File: config.mk
export PLATFORM = sky130hd
export DESIGN_NAME = bram_axis_streamer
export DESIGN_NICKNAME = d
export VERILOG_FILES = /design/src/rtl/aes_stream_pkg.sv /design/src/rtl/axis_skid_fifo2.sv /design/src/rtl/bram_axis_streamer.sv
export SDC_FILE = /design/constraint.sdc
export NUM_CORES = 1
export LEC_CHECK = 0
export ABC_AREA = 1
export CAP_MARGIN = 20
export CORE_MARGIN = 2
export CORE_UTILIZATION = 30
export CTS_CLUSTER_DIAMETER = 120
export DETAILED_ROUTE_END_ITERATION = 6
export PLACE_DENSITY = 0.63
export SLEW_MARGIN = 15
export SYNTH_ARGS = -nofsm -noshare
export SYNTH_HDL_FRONTEND = slang
export SYNTH_SLANG_ARGS = --single-unit
export TNS_END_PERCENT = 10
File: constraint.sdc
create_clock -name clk -period 11.6 [get_ports clk]
set_input_delay 1.74 -clock clk [delete_from_list [all_inputs] [get_ports clk]]
set_output_delay 1.74 -clock clk [all_outputs]
set_load 0.1 [all_outputs]
File: src/rtl/aes_stream_pkg.sv
// Shared definitions for the AES CTR image stream blocks (BRAM reader/writer).
//   streamer_state_t : reader FSM state encoding
//   KEEP_W()         : tkeep width for a given data width
//   byte_reverse()   : reverses the low data_w/8 bytes of a word (up to BSWAP_MAX_W bits)
package aes_stream_pkg;

  typedef enum logic [1:0] {
    StIdle  = 2'd0,
    StRun   = 2'd1,
    StDrain = 2'd2,
    StDone  = 2'd3
  } streamer_state_t;

  // Widest word byte_reverse() can handle; callers zero-extend into it.
  localparam int unsigned BSWAP_MAX_W = 1024;

  function automatic int unsigned KEEP_W(input int unsigned data_w);
    return data_w / 8;
  endfunction

  // Byte 0 of the input lands in the most significant byte of the data_w-bit result.
  function automatic logic [BSWAP_MAX_W-1:0] byte_reverse(input logic [BSWAP_MAX_W-1:0] d,
                                                          input int unsigned data_w);
    logic [BSWAP_MAX_W-1:0] r;
    int unsigned            nb;
    r  = '0;
    nb = data_w / 8;
    for (int unsigned i = 0; i < BSWAP_MAX_W / 8; i++) begin
      if (i < nb) r[8*i +: 8] = d[8*(nb-1-i) +: 8];
    end
    return r;
  endfunction

endpackage

File: src/rtl/axis_skid_fifo2.sv
// Two-entry valid/ready FIFO used as the output skid buffer of the BRAM reader.
//   i_clk, i_rst          : clock, synchronous active-high reset
//   i_data, i_valid       : write side; the writer guarantees space via o_count credits
//   o_data, o_valid       : read side, registered storage so data holds until popped
//   i_ready               : read side ready
//   o_count               : number of occupied entries (0..2)
module axis_skid_fifo2 #(
  parameter int unsigned WIDTH = 129
) (
  input  logic             i_clk,
  input  logic             i_rst,
  input  logic [WIDTH-1:0] i_data,
  input  logic             i_valid,
  output logic [WIDTH-1:0] o_data,
  output logic             o_valid,
  input  logic             i_ready,
  output logic [1:0]       o_count
);

  logic [WIDTH-1:0] r_mem [2];
  logic             r_wr_ptr;
  logic             r_rd_ptr;
  logic [1:0]       r_count;
  logic             w_push;
  logic             w_pop;

  assign o_valid = (r_count != 2'd0);
  assign o_data  = r_mem[r_rd_ptr];
  assign o_count = r_count;
  assign w_pop   = o_valid && i_ready;
  assign w_push  = i_valid && (r_count != 2'd2);

  always_ff @(posedge i_clk) begin
    if (i_rst) begin
      r_mem[0] <= '0;
      r_mem[1] <= '0;
      r_wr_ptr <= 1'b0;
      r_rd_ptr <= 1'b0;
      r_count  <= 2'd0;
    end else begin
      if (w_push) begin
        r_mem[r_wr_ptr] <= i_data;
        r_wr_ptr        <= ~r_wr_ptr;
      end
      if (w_pop) r_rd_ptr <= ~r_rd_ptr;
      r_count <= r_count + {1'b0, w_push} - {1'b0, w_pop};
    end
  end

endmodule

File: src/rtl/bram_axis_streamer.sv
// Reads a programmable window of a 1-cycle-latency BRAM and streams it as AXI-Stream
// frames, optionally repeating the window several times.
//   clk, rst            : clock, synchronous active-high reset
//   start               : request, sampled only when idle
//   base_addr, length   : window start and beats per frame (latched on start)
//   frames              : repeat count, 0 behaves as 1 (latched on start)
//   busy, done          : job in progress / one-cycle completion pulse
//   bram_en, bram_addr  : BRAM read port; bram_dout valid the cycle after bram_en
//   m_axis_*            : AXI-Stream master
// Build option: define STREAMER_BSWAP_EN to byte-reverse each BRAM word onto tdata.
module bram_axis_streamer
  import aes_stream_pkg::*;
#(
  parameter int unsigned DATA_W   = 128,
  parameter int unsigned ADDR_W   = 6,
  parameter int unsigned FRAMES_W = 4
) (
  input  logic                        clk,
  input  logic                        rst,
  input  logic                        start,
  input  logic [ADDR_W-1:0]           base_addr,
  input  logic [ADDR_W:0]             length,
  input  logic [FRAMES_W-1:0]         frames,
  output logic                        busy,
  output logic                        done,
  output logic                        bram_en,
  output logic [ADDR_W-1:0]           bram_addr,
  input  logic [DATA_W-1:0]           bram_dout,
  output logic [DATA_W-1:0]           m_axis_tdata,
  output logic [KEEP_W(DATA_W)-1:0]   m_axis_tkeep,
  output logic                        m_axis_tlast,
  output logic                        m_axis_tvalid,
  input  logic                        m_axis_tready
);

  streamer_state_t     r_state;
  streamer_state_t     w_state_d;
  logic [ADDR_W-1:0]   r_base;
  logic [ADDR_W:0]     r_len;
  logic [ADDR_W:0]     r_offset;
  logic [FRAMES_W-1:0] r_frames_m1;
  logic [FRAMES_W-1:0] r_frame;
  logic                r_rd_pend;
  logic                r_rd_last;
  logic [1:0]          w_count;
  logic [2:0]          w_occ;
  logic                w_pop;
  logic                w_rd_issue;
  logic                w_last_beat;
  logic                w_last_frame;
  logic [DATA_W-1:0]   w_rd_data;
  logic [DATA_W:0]     w_fifo_out;

`ifdef STREAMER_BSWAP_EN
  assign w_rd_data = DATA_W'(byte_reverse(BSWAP_MAX_W'(bram_dout), DATA_W));
`else
  assign w_rd_data = bram_dout;
`endif

  // Occupancy as it will stand after this edge: current entries, minus the beat leaving
  // now, plus the read already in flight. Counting the pop keeps tready-high gapless.
  assign w_pop        = m_axis_tvalid && m_axis_tready;
  assign w_occ        = {1'b0, w_count} - {2'b00, w_pop} + {2'b00, r_rd_pend};
  assign w_rd_issue   = (r_state == StRun) && (w_occ < 3'd2);
  assign w_last_beat  = (r_offset == (r_len - (ADDR_W+1)'(1)));
  assign w_last_frame = (r_frame == r_frames_m1);

  assign bram_en      = w_rd_issue;
  assign bram_addr    = r_base + r_offset[ADDR_W-1:0];  // wraps mod 2^ADDR_W
  assign busy         = (r_state == StRun) || (r_state == StDrain);
  assign done         = (r_state == StDone);
  assign m_axis_tkeep = '1;
  assign m_axis_tdata = w_fifo_out[DATA_W-1:0];
  assign m_axis_tlast = w_fifo_out[DATA_W];

  always_comb begin
    w_state_d = r_state;
    unique case (r_state)
      StIdle:  if (start) w_state_d = (length == '0) ? StDone : StRun;
      StRun:   if (w_rd_issue && w_last_beat && w_last_frame) w_state_d = StDrain;
      StDrain: if ((w_count == 2'd0) && !r_rd_pend) w_state_d = StDone;
      StDone:  w_state_d = StIdle;
      default: w_state_d = StIdle;
    endcase
  end

  always_ff @(posedge clk) begin
    if (rst) begin
      r_state     <= StIdle;
      r_base      <= '0;
      r_len       <= '0;
      r_offset    <= '0;
      r_frames_m1 <= '0;
      r_frame     <= '0;
      r_rd_pend   <= 1'b0;
      r_rd_last   <= 1'b0;
    end else begin
      r_state <= w_state_d;
      if ((r_state == StIdle) && start) begin
        r_base      <= base_addr;
        r_len       <= length;
        r_offset    <= '0;
        r_frame     <= '0;
        r_frames_m1 <= (frames == '0) ? '0 : frames - FRAMES_W'(1);
      end else if (w_rd_issue) begin
        if (w_last_beat) begin
          r_offset <= '0;
          r_frame  <= r_frame + FRAMES_W'(1);
        end else begin
          r_offset <= r_offset + (ADDR_W+1)'(1);
        end
      end
      r_rd_pend <= w_rd_issue;
      r_rd_last <= w_rd_issue && w_last_beat;
    end
  end

  axis_skid_fifo2 #(
    .WIDTH (DATA_W + 1)
  ) u_fifo (
    .i_clk   (clk),
    .i_rst   (rst),
    .i_data  ({r_rd_last, w_rd_data}),
    .i_valid (r_rd_pend),
    .o_data  (w_fifo_out),
    .o_valid (m_axis_tvalid),
    .i_ready (m_axis_tready),
    .o_count (w_count)
  );

endmodule
== Word level (Yosys, flattened, before mapping) ==
Memories as Yosys holds them, arrays and structs flattened. A register that Yosys moved wholly into a read port is not among the register bits.
Cells that the tools add are included.
Widths: inputs -> output; s select.
Cells by class
  add/sub/neg operators: 9
  $mul: 0
  div/mod/pow operators: 0
  $lt $le $gt $ge: 1
  equal/unequal tests: 9
  shift-type cells: 0
  mux-type cells: 17
  bitwise logic cells: 2
  reductions and logical operators: 18
Operators with widths (number)
  $mux 129: 1
  $reduce_or 129->1: 1
  $mux 1: 9
  $mux 2: 4
  $pmux 2 s4: 1
  $add 7x1->7 const B: 1
  $eq 7x7->1: 1
  $logic_and 1x1->1: 7
  $logic_not 7->1: 1
  $mux 7: 1
  $sub 7x1->7 const B: 1
  $add 6x6->6: 1
  $add 4x1->4 const B: 1
  $eq 2x2->1 const B: 2
  $eq 4x4->1: 1
  $logic_not 2->1: 2
  $logic_not 4->1: 1
  $mux 4: 1
  $ne 2x1->1 const B: 2
  $ne 2x2->1 const B: 2
  $sub 4x1->4 const B: 1
  $add 3x1->3: 1
  $lt 3x2->1 const B: 1
  $reduce_and 3->1: 1
  other kinds (10): 11
Word-level totals
  bits in registers: 36
  bits in latches: 0
  memory bits (writable): 258
  memory bits (read-only): 0
  bits of input ports: 149
  word-level logic and storage cells: 68
  memories kept: 1
Memories
  u_fifo.r_mem: words 2, bits a word 129, rd ports 1, clocked after Yosys merged registers in 1, write ports 2, line axis_skid_fifo2.sv:20  | logic [WIDTH-1:0] r_mem [2];

== Longest topological paths before layout ==
Gate-level depths: netlist of run 1.
  depth in word-level cells: 10
  gate-level depth with buffers: 16
  depth with buffers taken out: 16

== Hierarchy ==
Synthesis of run 1 repeated with hierarchy kept, for this count alone.
Second synthesis, totals
  cells, all modules: 1148
  area, all modules: 13285.2 um^2
By module, submodules not included
  axis_skid_fifo2: instances 1, cells an instance 856, area each 11198.2 um^2, sequential area each 7847.5 um^2
  bram_axis_streamer: instances 1, cells an instance 292, area each 2087.0 um^2, sequential area each 640.6 um^2

== Worst setup path before layout of run 1 ==
No wires, ideal clock.
  path type: input-to-reg
  from: input rst
  to: memory u_fifo.r_mem[1][0] (enable)
  setup time: 493 ps
  arrival time: 5065 ps
  required time: 11107 ps
  slack: 6042 ps
  stages: 5
  cell sequence: inv_1 -> nand3_1 -> buf_2 -> buf_2 -> nand2_1
RTL lines
  start: declaration: line bram_axis_streamer.sv:19  | input logic rst,
  end: declaration: line axis_skid_fifo2.sv:20

== Worst setup path after layout of run 1 ==
  from: input m_axis_tready
  to: output bram_en
On the way
  longest elaborated chain between the ends: 5
RTL lines
  start: declaration: line bram_axis_streamer.sv:33  | input logic m_axis_tready
  $logic_and 1x1->1
  named net u_fifo.w_pop: line axis_skid_fifo2.sv:25  | logic w_pop;
  $sub 2x1->3: line bram_axis_streamer.sv:63  | assign w_occ = {1'b0, w_count} - {2'b00, w_pop} + {2'b00, r_rd_pend};
  $add 3x1->3: line bram_axis_streamer.sv:63
  $lt 3x2->1: line bram_axis_streamer.sv:64  | assign w_rd_issue = (r_state == StRun) && (w_occ < 3'd2);
  $logic_and 1x1->1: line bram_axis_streamer.sv:64
  end: declaration: line bram_axis_streamer.sv:26  | output logic bram_en,
The timed path passes the listed nets, and every way through them passes these cells.

==> results of run 1 <==
[cells by family after synthesis]
group	Yosys count
and+or+nand+nor	385
other	1
AOI/OAI and AO/OA	48
muxes	129
buffers and inverters	232
DFF	295
adders and majority gates	18
xor gates and xnor gates	19
[layout make-up]
cell class | instances | area [um2]
inverters | 168 | 638.1
clock buffers | 50 | 1025
flip-flops and latches | 295 | 8492
well taps | 585 | 732.0
fillers | 4223 | 25460
clock inverters | 11 | 108.9
diodes | 2 | 5.005
repair buffers | 295 | 2933
multi-input cells | 615 | 3782
[placed cells by master, fill, tap and decap left out, drive strengths merged, types with 2 or more instances in the layout]
master,synthesis,routed
o21ai,20,20
xor2,10,10
bufinv,0,2
a21oi,21,21
mux2,129,129
a211oi,2,2
nand4,2,2
nand3,16,16
fa,2,2
diode,0,2
nor2,303,303
ha,16,16
buf,51,8
inv,167,169
clkdlybuf4s50,0,287
dfxtp,37,37
nand2,57,57
clkinv,1,8
nor3,2,2
clkbuf,13,50
edfxtp,258,258
xnor2,9,9
conb,1,16
[worst max-delay path, cell delays in order]
cell             delay, ns
clkdlybuf4s50_1       0.46
nand2_1               0.05
inv_1                 0.10
ha_1                  0.24
inv_1                 0.08
nand2_1               0.07
fa_1                  0.37
xnor2_1               0.18
nand3_2               0.18
inv_4                 0.14
clkdlybuf4s50_1       1.17
[flip-flops by register name, summed over array words and instances, names as in the netlist, 2 cells and up, named ones only]
| signal | cells |
|---|---|
| r_frame | 4 |
| r_offset | 7 |
| r_frames_m1 | 4 |
| r_len | 7 |
| r_state | 2 |
| r_base | 6 |
| u_fifo.o_count | 2 |
| u_fifo.r_mem | 258 |
[stage by stage]
step / worst slack, ns / instances / hold WS, ns / utilization [%] / total power (uW)
final: 5.075 / 2021 / 0.4547 / 41.04 / 4192
after global routing: 4.910 / 2020 / 0.4728 / 41.03 / 4358
after CTS: 5.055 / 2019 / 0.4542 / 41.02 / 4246
after detailed placement: 5.058 / 1958 / 0.4435 / 38.40 / 3142
after global placement: 5.086 / 1958 / 0.4351 / 38.40 / 3133
after floorplan: 6.042 / 1142 / 0.4257 / - / 2736
[per-layer routing]
layer  part of all wire (%)  vias to the layer above  track usage (%)
met2                     47                      274            22.83
met5                  0.096                        -                0
met4                    1.9                        4            4.047
met1                     42                     4256            16.78
li1                       -                     4241                -
met3                    9.0                       48            5.185
[report_power, final]
part           total [uW]  switching, uW  internal, uW  leakage [uW]
Combinational        1770           1330           446       0.00371
Sequential           1340           52.7          1280       0.00297
Clock                1080            422           658      0.000557
Total                4190           1800          2390       0.00724
[path summary, 6_finish.rpt]
check	to	slack (ns)
worst min register to register	u_fifo.r_rd_ptr	0.45
worst max-delay path	bram_en	5.07
worst min-delay path	u_fifo.r_rd_ptr	0.45
worst max register to register	u_fifo.r_mem[1][107]	7.77
==> impl_metrics.tcl, run 1 <==
set metrics [dict create \
    arrival_ns 4.79 \
    ys_seq_elements 295 \
    hold_class "reg -> reg" \
    grt_start_max_net_pins 80 \
    tightest_slew_ns 1.082 \
    nNetsFinal 1577 \
    yosys-mux-area-fraction_pct 11.03 \
    postPlaceCellArea_um2 16580 \
    fin_crit_sh_pct 56.25 \
    ys_warn_count 0 \
    io_pins 304 \
    synth_async_sr_flop_share_pct 0 \
    crit_path_end_kind "output port" \
    first_iter_violations 441 \
    relSlewSlack_pct 27.67 \
    clkLatencyLatePin_ns 0.52 \
    routed_wl_um 32240 \
    postCtsHoldBufs 0 \
    hp-start "u_fifo.r_rd_ptr" \
    synth_common_cells "nor2_1 (296), edfxtp_1 (258), inv_1 (160)" \
    synth-edff-count 258 \
    ctsResizeCount 0 \
    cts_max_level 2 \
    synth-xor-area-share_pct 1.264 \
    worst-r2r-cell-count 5 \
    ys_seq_area_share_pct 64.47 \
    synth-adder-area-share_pct 1.825 \
    cts-root-buf "clkbuf_16" \
    clock_sinks 295 \
    finalSetupViolations 0 \
    rows 76 \
    vias_per_cell 4.366 \
    postSynthAreaPerCell_um2 11.68 \
    startpoint "m_axis_tready" \
    postRouteAntennaNets 0 \
    hold_viol_final 0 \
    grt_pass1_vias 9003 \
    synth_top_area_share_pct 58.84 \
    clk_pin_slew_ns 0.06 \
    antenna_found_initial 4 \
    status "complete, no violations" \
    ir_drop_mv 0.1789 \
    synth_area_leader_cell "edfxtp_1" \
    min_path_cells 1 \
    fmax_mhz 153.3 \
    die_area_um2 45580 \
    synth_top_family_by_area "simple AND/OR/NAND/NOR gates" \
    io_buffers 287 \
    critPathKind "in -> out" \
    path_max_fanout 6 \
    initial_utilization_pct 30.50 \
    finalCriticalPeriod_ns 6.525 \
    synth_compound_area_share_pct 2.062 \
    clockBufferDepth 3 \
    power.density_nw_per_um2 236.6 \
    design_area_um2 17720 \
    skew_ns 0.01343 \
    grt_pass1_wl_um 48150 \
    power.leakage_uw 0.007241 \
    ys.flop_type "edfxtp_1" \
    syn_to_final_growth_pct 34.55 \
    fin_setup_tns_ns 0 \
    detailed_place_hpwl_um 20730 \
    syn-cell-area_um2 13170 \
    routedWlPerCell_um 15.95 \
    yosys.cell_types.count 44 \
    drive_above_1_share_pct 15.06 \
    die_h_um 213.5 \
    dr.pass1.iters 4 \
    synth_most_common_cell "nor2_1" \
    yosys-top-cells-area "edfxtp_1 (59%), mux2_2 (11%), nor2_1 (8.4%), dfxtp_1 (5.6%), inv_1 (4.6%)" \
    overflow 0 \
    cap_violations 0 \
    slew_violations 0 \
    core_area_um2 43170 \
    rr_startpoint "u_fifo.o_count[1]" \
    grt.total_usage_pct 13.80 \
    yosys.area_share.simple_pct 11.82 \
    gp_congestion 0.8080 \
    rsz0062_at_grt "no" \
    required_ns 9.86 \
    numCtsBuffers 35 \
    synthCells 1127 \
    drc 0 \
    startpoint_type "input pin" \
    cts_setup_buffers 0 \
    die_w_um 213.5 \
    num_vias 8823 \
    cts_tree "built" \
]
No activity file was read; power rests on OpenSTA's default activity.
==> inputs of run 2 (changes only) <==
==> constraint.sdc (replaced) <==
create_clock -name clk -period 6.3 [get_ports clk]
set_input_delay 0.945 -clock clk [delete_from_list [all_inputs] [get_ports clk]]
set_output_delay 0.945 -clock clk [all_outputs]
set_load 0.1 [all_outputs]
==> run 2 against run 1 <==
Compared with the run above: critical path depth unchanged; hold slack about the same; design area increased by 0.35%; global-route usage decreased by 0.094 points; routed wire length decreased by 0.62%; combinational power increased by 85%; clock power increased by 81%; sequential power increased by 85%; clock-buffer cell count decreased by 3; critical path type unchanged.
==> impl_metrics.tcl, run 2 (same netlist as run 1, synthesis figures left out) <==
set metrics [dict create \
    status "complete, no violations" \
    routed_wl_um 32040 \
    clockPowerShare_pct 25.3 \
    tightest_slew_ns 1.083 \
    largest_reg_flops 258 \
    hold_ws_ns 0.4552 \
    hold_class "reg -> reg" \
    power_frac_seq_pct 32.3 \
    die_h_um 213.5 \
    first_iter_violations 393 \
    drive_above_1_share_pct 15.09 \
    mostFrequentLayoutCells "nor2_1 (296), clkdlybuf4s50_1 (287), edfxtp_1 (258), inv_1 (160), mux2_2 (129)" \
    clock_sinks 295 \
    slew_violations 0 \
    switching_share_pct 43.37 \
    finalCriticalPeriod_ns 4.957 \
    pwr-share-comb_pct 42.4 \
    core_area_um2 43170 \
    clockBufferDepth 3 \
    skew_ns 0.01816 \
    grt_pass1_wl_um 48130 \
    cts-root-buf "clkbuf_16" \
    grt.total_usage_pct 13.71 \
    nNetsFinal 1580 \
    antenna_found_initial 1 \
    intPower_uw 4358 \
    rsz0062_at_grt "no" \
    rows 76 \
    io_buffers 287 \
    die_area_um2 45580 \
    clk_pin_slew_ns 0.05 \
    grt_start_max_net_pins 78 \
    arrival_ns 4.01 \
    syn_to_final_growth_pct 35.02 \
    io_pins 304 \
    p_switching_uw 3338 \
    initial_utilization_pct 30.50 \
    fmax_mhz 201.7 \
    die_w_um 213.5 \
    startpoint_type "input pin" \
    relSlewSlack_pct 27.57 \
    power.density_nw_per_um2 433.0 \
    ir_drop_mv 0.3955 \
    num_vias 8815 \
    ctsResizeCount 0 \
    pre_cts_ws_ns 1.324 \
    numCtsBuffers 35 \
    layout_setup_ws_ns 1.343 \
    cts_setup_buffers 0 \
    critPathKind "in -> out" \
    postRouteAntennaNets 0 \
    path_max_fanout 6 \
    postCtsHoldBufs 0 \
    top_regs "u_fifo.r_mem: 258 flops, r_len: 7 flops, r_offset: 7 flops" \
    routedWlPerCell_um 15.84 \
    regMostFlops "u_fifo.r_mem" \
    total_power_uw 7697 \
    detailed_place_hpwl_um 21060 \
    finalSetupViolations 0 \
    clkLatencyLatePin_ns 0.54 \
    diodes 0 \
    mostFrequentLayoutCell "nor2_1" \
    fin_setup_tns_ns 0 \
    required_ns 5.35 \
    drc 0 \
    cts_max_level 2 \
    cts_tree "built" \
    gp_congestion 0.7797 \
    vias_per_cell 4.357 \
    hold_viol_final 0 \
    fillCellCount 4223 \
    crit_path_end_kind "output port" \
    overflow 0 \
    cap_violations 0 \
    power.leakage_uw 0.007257 \
    fin_crit_sh_pct 78.68 \
    dr.pass1.iters 5 \
    grt_pass1_vias 8979 \
]
[run 2: final timing paths]
path,from,endpoint,slack (ns),depth (start not counted)
worst min-delay path,u_fifo.r_rd_ptr,u_fifo.r_rd_ptr,0.46,1
worst max-delay path,m_axis_tready,bram_en,1.34,11
worst max register to register,u_fifo.o_count[1],u_fifo.r_mem[1][127],3.35,4
worst min register to register,u_fifo.r_rd_ptr,u_fifo.r_rd_ptr,0.46,1
[run 2: worst max-delay path, stage by stage]
cell,delay (ns)
clkdlybuf4s50_1,0.48
nand2_1,0.06
inv_1,0.10
ha_1,0.25
inv_1,0.09
nand2_1,0.07
fa_1,0.37
xnor2_1,0.17
nand3_2,0.17
inv_4,0.14
clkdlybuf4s50_1,1.17
[run 2: final cells by class]
| class | count | area, um2 | area share, % |
|---|---|---|---|
| sequential | 295 | 8492 | 47.77 |
| multi-input combinational | 615 | 3782 | 21.28 |
| timing repair buffer | 298 | 3033 | 17.06 |
| clock buffer | 47 | 962.2 | 5.412 |
| tap | 585 | 732.0 | 4.117 |
| inverter | 168 | 638.1 | 3.590 |
| clock inverter | 15 | 137.6 | 0.7742 |
[run 2: routing by layer]
layer | part of all wire [%] | routed length [um] | track usage, %
met2 | 48 | 15240 | 23.06
met3 | 8.3 | 2658 | 4.379
met4 | 1.8 | 590 | 4.550
met1 | 42 | 13540 | 16.63
met5 | 0.041 | 13 | 0
[run 2: power by group through the flow]
stage	sequential [uW]	clock, uW	combinational (uW)
after floorplan	2480	0	2560
after global placement	2520	0	3260
after detailed placement	2530	0	3280
after CTS	2490	2010	3300
after global routing	2510	2080	3410
final	2480	1950	3270
[run 2: stage by stage]
step,area [um2],utilization (%),instances
6_report,17780,41.18,2023
5_1_grt,17780,41.18,2023
4_1_cts,17780,41.18,2023
3_5_place_dp,16680,38.63,1961
3_3_place_gp,16620,38.50,1959
2_1_floorplan,13220,-,1142
==> inputs of run 3 (changes only) <==
==> constraint.sdc (replaced) <==
create_clock -name clk -period 5.1 [get_ports clk]
set_input_delay 0.765 -clock clk [delete_from_list [all_inputs] [get_ports clk]]
set_output_delay 0.765 -clock clk [all_outputs]
set_load 0.1 [all_outputs]
==> run 3 against run 2 <==
Compared with the run above: non-clock buffer count unchanged; routed wire length decreased by 0.39%; die area unchanged; core utilization decreased by 0.052 points; clock skew decreased by 0.0021 ns; hold slack got worse by 0.0095 ns; combinational power increased by 24%; critical path depth decreased by 3; design area decreased by 0.13%; sequential power increased by 23%; critical path type is now reg -> out.
==> impl_metrics.tcl, run 3 (same netlist as run 1, synthesis figures left out) <==
set metrics [dict create \
    num_vias 8788 \
    clockBufferDepth 3 \
    grt_pass1_vias 8928 \
    antenna_found_initial 3 \
    finalSetupViolations 0 \
    io_pins 304 \
    rsz0062_at_grt "no" \
    syn_to_final_growth_pct 34.85 \
    use_met3_pct 4.745 \
    r2r-end "r_offset[6]" \
    pre_cts_ws_ns 1.343 \
    hold_class "reg -> reg" \
    grt-busiest-layer "met2" \
    ff_latch_area_um2 8492 \
    vias_per_cell 4.335 \
    cts-root-buf "clkbuf_16" \
    cts_tree "built" \
    cts_setup_buffers 0 \
    numCtsBuffers 36 \
    first_iter_violations 504 \
    startpoint "r_offset[2]" \
    routedWlPerCell_um 15.75 \
    grtUsageMet2_pct 22.38 \
    io_buffers 287 \
    power.density_nw_per_um2 534.3 \
    clock_sinks 295 \
    hold_viol_final 0 \
    tightest_slew_ns 1.067 \
    nNetsFinal 1581 \
    finalCriticalPeriod_ns 4.112 \
    cap_violations 0 \
    fmax_mhz 243.2 \
    fillCellCount 4158 \
    relSlewSlack_pct 28.63 \
    mostFrequentLayoutCells "nor2_1 (296), clkdlybuf4s50_1 (286), edfxtp_1 (258), inv_1 (160), mux2_2 (129)" \
    place_inst 1961 \
    top_regs "u_fifo.r_mem: 258 flops, r_len: 7 flops, r_offset: 7 flops" \
    mostFrequentLayoutCell "nor2_1" \
    ctsResizeCount 0 \
    regMostFlops "u_fifo.r_mem" \
    die_w_um 213.5 \
    use_met1_pct 17.28 \
    fin_crit_sh_pct 80.62 \
    gp_congestion 0.7783 \
    ir_drop_mv 0.4034 \
    startpoint_type "register" \
    worst-r2r-cell-count 16 \
    path_max_fanout 6 \
    required_ns 4.34 \
    postRouteAntennaNets 0 \
    multi_input_area_um2 3782 \
    critPathKind "reg -> out" \
    core_area_um2 43170 \
    drc 0 \
    grt_pass1_wl_um 48080 \
    reg2reg_slack_ns 2.30 \
    drive_above_1_share_pct 15.13 \
    slew_violations 0 \
    arrival_ns 3.35 \
    routed_wl_um 31920 \
    power.leakage_uw 0.007260 \
    overflow 0 \
    grt_start_max_net_pins 131 \
    rows 76 \
    rr_startpoint "u_fifo.o_count[1]" \
    hold_ws_ns 0.4457 \
    layout.cells.non_filler 2027 \
    dr.pass1.iters 5 \
    postCtsHoldBufs 0 \
    fin_setup_tns_ns 0 \
    grt.total_usage_pct 13.70 \
    layout_setup_ws_ns 0.9883 \
    initial_utilization_pct 30.50 \
    die_area_um2 45580 \
    crit_path_end_kind "output port" \
    crit_end "bram_addr[5]" \
    largest_reg_flops 258 \
    skew_ns 0.01602 \
    clk_pin_slew_ns 0.06 \
    clkLatencyLatePin_ns 0.53 \
    die_h_um 213.5 \
    detailed_place_hpwl_um 20090 \
    status "complete, no violations" \
    cts_max_level 2 \
]
==> run 3: cell types whose count changed in the layout (fill, tap and decap cells not counted), sizes merged <==
cell	delta
clkinvlp	-2
clkinv	+4
clkdlybuf4s50	-1
buf	+1
diode	+1
inv	+1
==> run 3: worst min-delay path by stage <==
stage	startpoint	endpoint	slack (ns)	cells after the start
6_report	u_fifo.r_rd_ptr	register	0.45	1
5_1_grt	u_fifo.r_rd_ptr	register	0.45	1
4_1_cts	u_fifo.r_rd_ptr	register	0.45	1
3_5_place_dp	u_fifo.r_rd_ptr	register	0.44	1
3_3_place_gp	u_fifo.r_rd_ptr	register	0.43	1
2_1_floorplan	u_fifo.r_rd_ptr	register	0.43	1
==> run 3: where the power goes <==
| group | total, uW | internal [uW] | switching, uW |
|---|---|---|---|
| Sequential | 3040 | 2920 | 124 |
| Combinational | 4040 | 1020 | 3020 |
| Clock | 2400 | 1430 | 965 |
| Total | 9490 | 5380 | 4110 |
==> run 3: through the flow <==
stage	area [um2]	utilization (%)	total power, uW
after floorplan	13220	-	6222
after global placement	16650	38.56	7130
after detailed placement	16650	38.56	7157
after CTS	17750	41.12	9609
after global routing	17750	41.12	9875
final	17750	41.13	9487
==> run 3: critical path, stage by stage (launching register included) <==
cell and delay [ns]:
dfxtp_1 0.43, ha_1 0.33, nand2_1 0.08, nor2_1 0.04, a211oi_1 0.34, o21bai_1 0.11, a21oi_1 0.16, xor2_1 0.18
clkdlybuf4s50_1 1.16
==> run 3: per-layer routing <==
| metal | vias up | part of all wire, % |
|---|---|---|
| met1 | 4233 | 43 |
| met4 | 6 | 1.9 |
| met3 | 46 | 8.9 |
| met5 | - | 0.13 |
| met2 | 264 | 46 |
| li1 | 4239 | - |
==> run 3: cell type report <==
class / instances / area share, %
Antenna cell: 1 / 0.01409
Sequential cell: 295 / 47.83
Timing Repair Buffer: 298 / 16.91
Tap cell: 585 / 4.123
Inverter: 168 / 3.594
Multi-Input combinational cell: 615 / 21.30
Clock buffer: 47 / 5.426
Clock inverter: 18 / 0.7963
